`src/rtl/obuf_bias_sel_multi_pkg.sv`:
```
// Shared types and helpers for the per-buffer obuf bias/destination selector.
// Imported by the top and by every channel instance.
package obuf_sel_pkg;

  typedef enum logic {
    ST_IDLE = 1'b0,
    ST_BUSY = 1'b1
  } state_e;

  typedef enum logic {
    WR_DDR = 1'b0,
    WR_PE  = 1'b1
  } wr_dst_e;

  // Width needed to address n items, never less than one bit.
  function automatic int unsigned clog2_min1(input int unsigned n);
    int unsigned r;
    r = 0;
    while ((32'd1 << r) < n) r++;
    return (r == 0) ? 1 : r;
  endfunction

endpackage

```
`src/rtl/obuf_bias_sel_multi_chan.sv`:
```
// One output buffer's slice: stride-dependency and status tables, config
// counter with sticky overflow, and the registered bias/destination selects.
module obuf_bias_sel_chan
  import obuf_sel_pkg::*;
#(
  parameter int unsigned LOOP_ID_W = 5
) (
  input  logic                 clk_i,
  input  logic                 reset_i,
  input  logic                 busy_i,
  input  logic                 start_acc_i,
  input  logic                 acc_en_i,
  input  logic                 done_i,
  input  logic                 cfg_wr_i,
  input  logic                 cfg_nz_i,
  input  logic                 loop_last_iter_i,
  input  logic                 loop_stall_i,
  input  logic                 loop_enter_i,
  input  logic                 loop_exit_i,
  input  logic                 loop_index_valid_i,
  input  logic [LOOP_ID_W-1:0] loop_index_i,
  input  logic                 enter_dly_i,
  input  logic                 exit_dly_i,
  output logic                 bias_prev_sw_o,
  output logic                 ddr_pe_sw_o,
  output logic                 cfg_overflow_o
);

  localparam int unsigned MAX_LOOPS = 1 << LOOP_ID_W;

  logic [MAX_LOOPS-1:0] dep_q, dep_d;
  logic [MAX_LOOPS-1:0] stat_q, stat_d;
  logic [LOOP_ID_W:0]   cnt_q, cnt_d;
  logic                 ovf_q, ovf_d;
  logic                 prev_bias_q, prev_bias_d;
  wr_dst_e              prev_ddr_q, prev_ddr_d;
  logic                 acc_q, acc_d;
  logic                 dep_cur;
  logic                 stat_cur;

  assign dep_cur  = dep_q[loop_index_i];
  assign stat_cur = stat_q[loop_index_i];

  always_comb begin
    cnt_d       = cnt_q;
    dep_d       = dep_q;
    ovf_d       = ovf_q;
    stat_d      = stat_q;
    prev_bias_d = prev_bias_q;
    prev_ddr_d  = prev_ddr_q;
    acc_d       = start_acc_i ? acc_en_i : acc_q;

    // The counter's top bit set means all MAX_LOOPS entries are taken.
    if (done_i) begin
      cnt_d = '0;
      ovf_d = 1'b0;
    end else if (cfg_wr_i) begin
      if (!cnt_q[LOOP_ID_W]) begin
        dep_d[cnt_q[LOOP_ID_W-1:0]] = cfg_nz_i;
        cnt_d = cnt_q + 1'b1;
      end else begin
        ovf_d = 1'b1;
      end
    end

    if (!busy_i) begin
      prev_bias_d = 1'b0;
    end else if (loop_enter_i && exit_dly_i) begin
      prev_bias_d = stat_cur;
    end else if (loop_index_valid_i && !loop_stall_i && !dep_cur) begin
      prev_bias_d = 1'b1;
    end

    if (!busy_i) begin
      stat_d = '0;
    end else if (enter_dly_i) begin
      stat_d[loop_index_i] = prev_bias_q;
    end else if (loop_exit_i && !dep_cur) begin
      stat_d[loop_index_i] = 1'b1;
    end

    if (!busy_i) begin
      prev_ddr_d = WR_PE;
    end else if ((loop_enter_i || loop_index_valid_i) && !dep_cur) begin
      prev_ddr_d = loop_last_iter_i ? WR_PE : WR_DDR;
    end
  end

  always_ff @(posedge clk_i) begin
    if (reset_i) begin
      cnt_q       <= '0;
      dep_q       <= '0;
      stat_q      <= '0;
      ovf_q       <= 1'b0;
      prev_bias_q <= 1'b0;
      prev_ddr_q  <= WR_PE;
      acc_q       <= 1'b0;
    end else begin
      cnt_q       <= cnt_d;
      dep_q       <= dep_d;
      stat_q      <= stat_d;
      ovf_q       <= ovf_d;
      prev_bias_q <= prev_bias_d;
      prev_ddr_q  <= prev_ddr_d;
      acc_q       <= acc_d;
    end
  end

  assign bias_prev_sw_o = prev_bias_q & acc_q;
  assign ddr_pe_sw_o    = prev_ddr_q;
  assign cfg_overflow_o = ovf_q;

endmodule

```
`src/rtl/obuf_bias_sel_multi.sv`:
```
// Layer FSM and loop enter/exit delay line shared by NUM_BUF channel
// selectors that drive the obuf bias-source and write-destination muxes.
module obuf_bias_sel_multi
  import obuf_sel_pkg::*;
#(
  parameter int unsigned LOOP_ID_W     = 5,
  parameter int unsigned ADDR_STRIDE_W = 16,
  parameter int unsigned NUM_BUF       = 2,
  parameter int unsigned BUF_ID_W      = clog2_min1(NUM_BUF)
) (
  input  logic                     clk,
  input  logic                     reset,
  input  logic                     start,
  input  logic                     done,
  input  logic [NUM_BUF-1:0]       acc_en,
  input  logic [ADDR_STRIDE_W-1:0] obuf_stride,
  input  logic                     obuf_stride_v,
  input  logic [BUF_ID_W-1:0]      obuf_stride_buf,
  input  logic                     loop_last_iter,
  input  logic                     loop_stall,
  input  logic                     loop_enter,
  input  logic                     loop_exit,
  input  logic                     loop_index_valid,
  input  logic [LOOP_ID_W-1:0]     loop_index,
  output logic [NUM_BUF-1:0]       bias_prev_sw,
  output logic [NUM_BUF-1:0]       ddr_pe_sw,
  output logic [NUM_BUF-1:0]       cfg_overflow
);

  state_e state_q, state_d;
  logic   enter_dly_q;
  logic   exit_dly_q;
  logic   busy;
  logic   start_acc;
  logic   stride_nz;

  always_comb begin
    state_d = state_q;
    unique case (state_q)
      ST_IDLE: if (start) state_d = ST_BUSY;
      ST_BUSY: if (done)  state_d = ST_IDLE;
      default: state_d = ST_IDLE;
    endcase
  end

  always_ff @(posedge clk) begin
    if (reset) begin
      state_q     <= ST_IDLE;
      enter_dly_q <= 1'b0;
      exit_dly_q  <= 1'b0;
    end else begin
      state_q     <= state_d;
      enter_dly_q <= loop_enter;
      exit_dly_q  <= loop_exit;
    end
  end

  assign busy      = (state_q == ST_BUSY);
  assign start_acc = (state_q == ST_IDLE) && start;
  assign stride_nz = |obuf_stride;

  for (genvar b = 0; b < NUM_BUF; b++) begin : g_chan
    logic cfg_wr;
    assign cfg_wr = obuf_stride_v && (obuf_stride_buf == BUF_ID_W'(b));

    obuf_bias_sel_chan #(
      .LOOP_ID_W(LOOP_ID_W)
    ) u_chan (
      .clk_i              (clk),
      .reset_i            (reset),
      .busy_i             (busy),
      .start_acc_i        (start_acc),
      .acc_en_i           (acc_en[b]),
      .done_i             (done),
      .cfg_wr_i           (cfg_wr),
      .cfg_nz_i           (stride_nz),
      .loop_last_iter_i   (loop_last_iter),
      .loop_stall_i       (loop_stall),
      .loop_enter_i       (loop_enter),
      .loop_exit_i        (loop_exit),
      .loop_index_valid_i (loop_index_valid),
      .loop_index_i       (loop_index),
      .enter_dly_i        (enter_dly_q),
      .exit_dly_i         (exit_dly_q),
      .bias_prev_sw_o     (bias_prev_sw[b]),
      .ddr_pe_sw_o        (ddr_pe_sw[b]),
      .cfg_overflow_o     (cfg_overflow[b])
    );
  end

endmodule

```
`config.mk`:
```
export PLATFORM = sky130hd
export DESIGN_NAME = obuf_bias_sel_multi
export DESIGN_NICKNAME = d
export VERILOG_FILES = /design/src/rtl/obuf_bias_sel_multi_pkg.sv /design/src/rtl/obuf_bias_sel_multi_chan.sv /design/src/rtl/obuf_bias_sel_multi.sv
export SDC_FILE = /design/constraint.sdc
export NUM_CORES = 1
export LEC_CHECK = 0
export CORE_UTILIZATION = 60
export CTS_BUF_LIST = sky130_fd_sc_hd__clkbuf_4
export CTS_CLUSTER_SIZE = 24
export DETAILED_ROUTE_END_ITERATION = 10
export DONT_BUFFER_PORTS = 1
export HOLD_SLACK_MARGIN = 0.03
export PLACE_DENSITY = 0.84
export SLEW_MARGIN = 40
export SYNTH_ARGS = -nofsm -noshare
export SYNTH_HDL_FRONTEND = slang
export SYNTH_SLANG_ARGS = --single-unit
```
`constraint.sdc`:
```
create_clock -name clk -period 2.5 [get_ports clk]
set_input_delay 0.5 -clock clk [delete_from_list [all_inputs] [get_ports clk]]
set_output_delay 0.5 -clock clk [all_outputs]
set_load 0.02 [all_outputs]
```
==> flow_metrics.py, run 1 <==
metrics = {
    "worst_setup_path": {
        "critical_path_class": "reg -> out",
        "slowest_delay_ns": 0.78,
        "critPathTopFamily": "flip-flops",
        "crit_required_ns": 2.00,
        "startpoint_type": "register",
        "slowest_stage": "dfxtp_1",
        "path_cells": "and2_1",
        "cp-end-kind": "output port",
        "critPathBufInv": 0,
        "path_max_fanout": 14,
        "worstPathArrival_ns": 1.72,
    },
    "drt": {
        "wl_mm": 23.9,
        "drt_first_pass_iters": 9,
        "drc_errors": 0,
        "num_vias": 8885,
        "wl_per_cell_um": 17.1,
        "vias_per_cell": 6.34,
        "drt_iter0_drc": 948,
        "drtAntennaViolNets": 0,
    },
    "floorplanning": {
        "placeableCoreArea_mm2": 0.0147,
        "ioPinCount": 40,
        "die-height_um": 125,
        "die_area_mm2": 0.0157,
        "rows": 44,
        "start_util": 0.620,
        "die_w_um": 125,
    },
    "layout": {
        "final_area_mm2": 0.00949,
        "nets": 1247,
        "final_layout_size_suffix_gt1_frac": 0.0757,
        "multi_input_area_mm2": 0.00555,
        "areaGrowthSynthToFinish_pct": 4.13,
        "ff_latch_area_mm2": 0.00302,
        "fill_cells": 1205,
    },
    "yosys": {
        "synth_seq_cells": 151,
        "synth_top_area_frac": 0.332,
        "ys_warn_count": 0,
        "syn_nets": 1312,
        "synthCells": 1270,
        "synth_edf_count": 0,
        "synth-main-ff-cell": "dfxtp_1",
        "yosysMostFrequentCell": "nand2_1",
        "synth_top_cell_by_area": "dfxtp_1",
        "synthTopCellsByCount": "nand2_1, nor2_1, dfxtp_1, nor3_1, clkbuf_1",
        "ys_types": 50,
        "avgSynthCellArea_um2": 7.18,
        "async_reset_ff_frac": 0,
        "yosysSeqAreaShare": 0.332,
        "synth_area_leaders": "dfxtp_1, nand2_1, nor2_1",
        "syn_area_mm2": 0.00911,
    },
    "sta": {
        "skew_ns": 0.0212,
        "hold_violations": 0,
        "drv_slew": 0,
        "tns_ns": 0,
        "setup_viol": 0,
        "maxSlewHeadroom": 0.484,
        "max_freq_ghz": 0.450,
        "worst_slew_pin_slew_ns": 0.768,
        "rsz0062_at_grt": "false",
        "fin_crit_sh": 0.889,
        "layout_min_cycle_time_ns": 2.22,
    },
    "cts": {
        "postCtsHoldBufs": 1,
        "tritoncts": "done",
        "clk_pin_slew_worst_paths_ns": 0.14,
        "clk_path_buf_depth": 2,
        "cts_buffers": 17,
        "post_cts_buffers": 0,
        "cts_max_level": 4,
        "clk-insertion-delay-late_ns": 0.58,
        "cts_root_buf": "clkbuf_4",
        "cts_sinks": 151,
        "cts_resized": 0,
    },
    "power_and_ir_drop": {
        "leakage_uw": 0.00321,
        "power_density_mw_per_mm2": 473,
        "peakVddDrop_mv": 0.578,
        "total_power_uw": 4490,
    },
    "global_route": {
        "grt_pass1_vias": 7973,
        "track_usage": 0.308,
        "grt_overflow": 0,
        "grt_pass1_wl_mm": 39.4,
        "grt_max_degree": 114,
        "antenna_found_initial": 1,
    },
    "flow_run": {
        "maxCapViolations": 0,
    },
    "placed_design": {
        "place_hpwl_mm": 15.1,
        "gp_congestion": 0.903,
        "post_dp_cell_area_mm2": 0.00914,
        "port-buffer-count": 0,
    },
    "run_status": {
        "outcome": "finished clean",
    },
    "min_path": {
        "hold_class": "in -> reg",
    },
}
==> per-stage QoR <==
stage | util | hold WS (ns) | instances | worst slack [ns]
after floorplan | - | 0.438 | 1270 | 0.196
after global placement | 0.622 | 0.459 | 1368 | 0.239
after detailed placement | 0.622 | 0.474 | 1368 | 0.190
after CTS | 0.644 | 0.0357 | 1399 | 0.266
after global routing | 0.646 | 0.0599 | 1401 | 0.236
final | 0.646 | 0.0770 | 1401 | 0.277
==> sequential cells by signal, indices dropped and copies added, names as in the netlist <==
name,count
g_chan.u_chan.dep_q,64
g_chan.u_chan.stat_q,64
g_chan.u_chan.cnt_q,12
g_chan.u_chan.acc_q,2
g_chan.u_chan.cfg_overflow_o,2
g_chan.u_chan.ddr_pe_sw_o,2
g_chan.u_chan.prev_bias_q,2
busy,1
enter_dly_q,1
exit_dly_q,1
==> placed cells by master, fill, tap and decap left out, types with 3 or more instances in the layout <==
cell type / netlist / final
or4_1: 38 / 38
xnor2_1: 3 / 3
dfxtp_1: 151 / 150
mux2i_1: 72 / 72
nand3_1: 6 / 6
nand4_1: 6 / 6
nand2b_1: 6 / 6
nor3b_1: 4 / 3
buf_12: 0 / 5
buf_4: 10 / 29
o311ai_1: 10 / 10
o22ai_1: 6 / 6
inv_6: 0 / 6
o221ai_1: 5 / 5
ha_1: 8 / 8
mux4_2: 14 / 14
nand3b_1: 4 / 4
or3b_1: 3 / 3
nor2_1: 221 / 221
inv_1: 6 / 6
bufinv_16: 0 / 3
o22a_1: 6 / 6
and2_0: 4 / 4
o311ai_0: 28 / 28
nor3_1: 96 / 94
nor4_1: 7 / 7
clkbuf_4: 0 / 18
nand2_1: 261 / 261
o21ai_0: 68 / 68
nor2b_1: 14 / 13
xor2_1: 5 / 5
a21oi_1: 70 / 70
and3_1: 5 / 5
==> kinds of logic after synthesis <==
logic type,count (synthesis),share of synthesized area
and+or+nand+nor,686,0.333
AOI/OAI and AO/OA,204,0.139
DFF,151,0.332
buffers and inverters,126,0.0629
muxes,87,0.115
xor gates and xnor gates,8,0.00769
adders and majority gates,8,0.0110
==> power by group <==
group          internal (uW)  total, uW  leakage (uW)  switching, uW
Combinational            131        375       0.00183            244
Clock                    716       1670      0.000161            957
Sequential              2420       2440       0.00122           19.0
==> per-layer routing <==
metal	global-route usage	share of wire	vias up
li1	-	-	4295
met1	0.394	0.41	4121
met2	0.502	0.47	417
met3	0.0732	0.094	52
met4	0.119	0.023	0
met5	0	0	-
==> layout make-up <==
cell class | instances | share of cell area
Antenna cell | 1 | 0.000264
Clock buffer | 18 | 0.0142
Clock inverter | 12 | 0.0177
Inverter | 6 | 0.00237
Multi-Input combinational cell | 993 | 0.585
Sequential cell | 151 | 0.319
Tap cell | 184 | 0.0243
Timing Repair Buffer | 36 | 0.0374
==> final timing paths <==
| check | from | endpoint | slack [ns] | depth (start not counted) |
|---|---|---|---|---|
| hold / removal | loop_exit | exit_dly_q | 0.08 | 1 |
| hold reg to reg | g_chan[1].u_chan.stat_q[14] | g_chan[1].u_chan.stat_q[14] | 0.49 | 2 |
| setup reg to reg | g_chan[0].u_chan.stat_q[31] | g_chan[0].u_chan.prev_bias_q | 0.44 | 6 |
| setup / recovery | g_chan[1].u_chan.prev_bias_q | bias_prev_sw[1] | 0.28 | 1 |
Note: power is estimated with default switching activity, not from simulation.
==> run 2: changes to the inputs <==
Clock period 2.5 ns to 2.6 ns, I/O delays scaled along.
==> flow_metrics.py, run 2 (same netlist as run 1, synthesis figures left out) <==
metrics = {
    "run_status": {
        "outcome": "finished with violations",
        "violations": "DRC",
    },
    "layout": {
        "stdcell_count": 1400,
        "fill_cells": 1265,
        "nets": 1244,
        "most-common-layout-cells": "nand2_1, nor2_1, dfxtp_1",
        "finish.utilization": 0.644,
        "largestRegisters": "g_chan.u_chan.dep_q x64, g_chan.u_chan.stat_q x64, g_chan.u_chan.cnt_q x12",
        "areaGrowthSynthToFinish_pct": 3.83,
        "final_layout_size_suffix_gt1_frac": 0.0765,
        "final_common_cell": "nand2_1",
        "final_area_mm2": 0.00946,
    },
    "worst_setup_path": {
        "worstPathArrival_ns": 1.68,
        "critPathTopFamily": "flip-flops",
        "setup.worst_path.start": "g_chan[0].u_chan.prev_bias_q",
        "cp-end-kind": "output port",
        "slowest_delay_ns": 0.74,
        "slowest_stage": "dfxtp_1",
        "r2r_start": "g_chan[0].u_chan.stat_q[23]",
        "startpoint_type": "register",
        "path_max_fanout": 13,
        "crit_required_ns": 2.08,
        "critPathBufInv": 0,
        "path_cells": "and2_1",
        "critical_path_class": "reg -> out",
    },
    "drt": {
        "drt_iter0_drc": 1066,
        "wl_mm": 24.3,
        "num_vias": 8920,
        "vias_per_cell": 6.37,
        "drt_first_pass_iters": 11,
        "drtAntennaViolNets": 0,
        "drc_errors": 1,
        "wl_per_cell_um": 17.3,
    },
    "cts": {
        "post_cts_buffers": 0,
        "clk-insertion-delay-late_ns": 0.61,
        "cts_buffers": 17,
        "cts_root_buf": "clkbuf_4",
        "cts_resized": 0,
        "postCtsHoldBufs": 1,
        "tritoncts": "done",
        "clk_path_buf_depth": 2,
        "clk_pin_slew_worst_paths_ns": 0.14,
        "cts_sinks": 151,
        "cts_max_level": 4,
    },
    "sta": {
        "tns_ns": 0,
        "layout_min_cycle_time_ns": 2.20,
        "max_freq_ghz": 0.454,
        "worst_slew_pin_slew_ns": 0.734,
        "hold_violations": 0,
        "fin_crit_sh": 0.847,
        "drv_slew": 0,
        "setup_viol": 0,
        "skew_ns": 0.0284,
        "rsz0062_at_grt": "false",
        "maxSlewHeadroom": 0.507,
    },
    "placed_design": {
        "gp_congestion": 0.868,
        "port-buffer-count": 0,
        "post-place-cells": 1365,
        "post_dp_cell_area_mm2": 0.00913,
        "place_hpwl_mm": 15.4,
    },
    "global_route": {
        "antenna_found_initial": 1,
        "grt_overflow": 0,
        "track_usage": 0.315,
        "grt_max_degree": 70,
        "grt_pass1_vias": 8044,
        "grt_pass1_wl_mm": 40.2,
    },
    "power_and_ir_drop": {
        "peakVddDrop_mv": 0.444,
        "power_density_mw_per_mm2": 441,
        "leakage_uw": 0.00319,
        "total_power_uw": 4180,
    },
    "floorplanning": {
        "ioPinCount": 40,
        "die_w_um": 125,
        "die-height_um": 125,
        "start_util": 0.620,
        "die_area_mm2": 0.0157,
        "placeableCoreArea_mm2": 0.0147,
        "rows": 44,
    },
    "min_path": {
        "hp-start": "loop_exit",
        "hold_class": "in -> reg",
    },
    "flow_run": {
        "maxCapViolations": 0,
    },
}
[run 2: cell types whose count changed in the layout (fill, tap and decap cells not counted), moves of 2 or more]
cell / change
nor3b_2: +2
nor3b_1: -2
bufinv_16: -2
buf_4: -4
[run 2: path summary, 6_finish.rpt]
path	end	slack [ns]	cells after the start
worst max-delay path	bias_prev_sw[0]	0.40	1
worst max register to register	g_chan[0].u_chan.prev_bias_q	0.61	5
worst min-delay path	exit_dly_q	0.05	1
worst min register to register	g_chan[1].u_chan.stat_q[10]	0.49	2
[run 2: area by class of cell]
type	instances	area, um2	area share
antenna	1	2.50	0.000264
clock buffer	18	135	0.0143
clock inverter	14	135	0.0143
inverter	6	22.5	0.00238
multi-input combinational	993	5570	0.588
sequential	151	3020	0.320
tap	184	230	0.0243
timing repair buffer	33	345	0.0365
[run 2: layer usage]
metal / vias up / global-route usage / share of wire
met5: - / 0 / 0
met2: 457 / 0.509 / 0.47
met4: 0 / 0.131 / 0.030
met1: 4105 / 0.399 / 0.40
li1: 4287 / - / -
met3: 71 / 0.0809 / 0.10
[run 2: power breakdown]
| group | switching [uW] | internal [uW] |
|---|---|---|
| Combinational | 237 | 129 |
| Sequential | 15.8 | 2330 |
| Clock | 960 | 508 |
| Total | 1210 | 2960 |
[run 2: through the flow]
stage               worst slack (ns)  hold WS (ns)
floorplan                      0.276         0.438
global placement               0.321         0.460
detailed placement             0.250         0.469
CTS                            0.406        0.0432
global route                   0.335        0.0334
finish                         0.397        0.0476
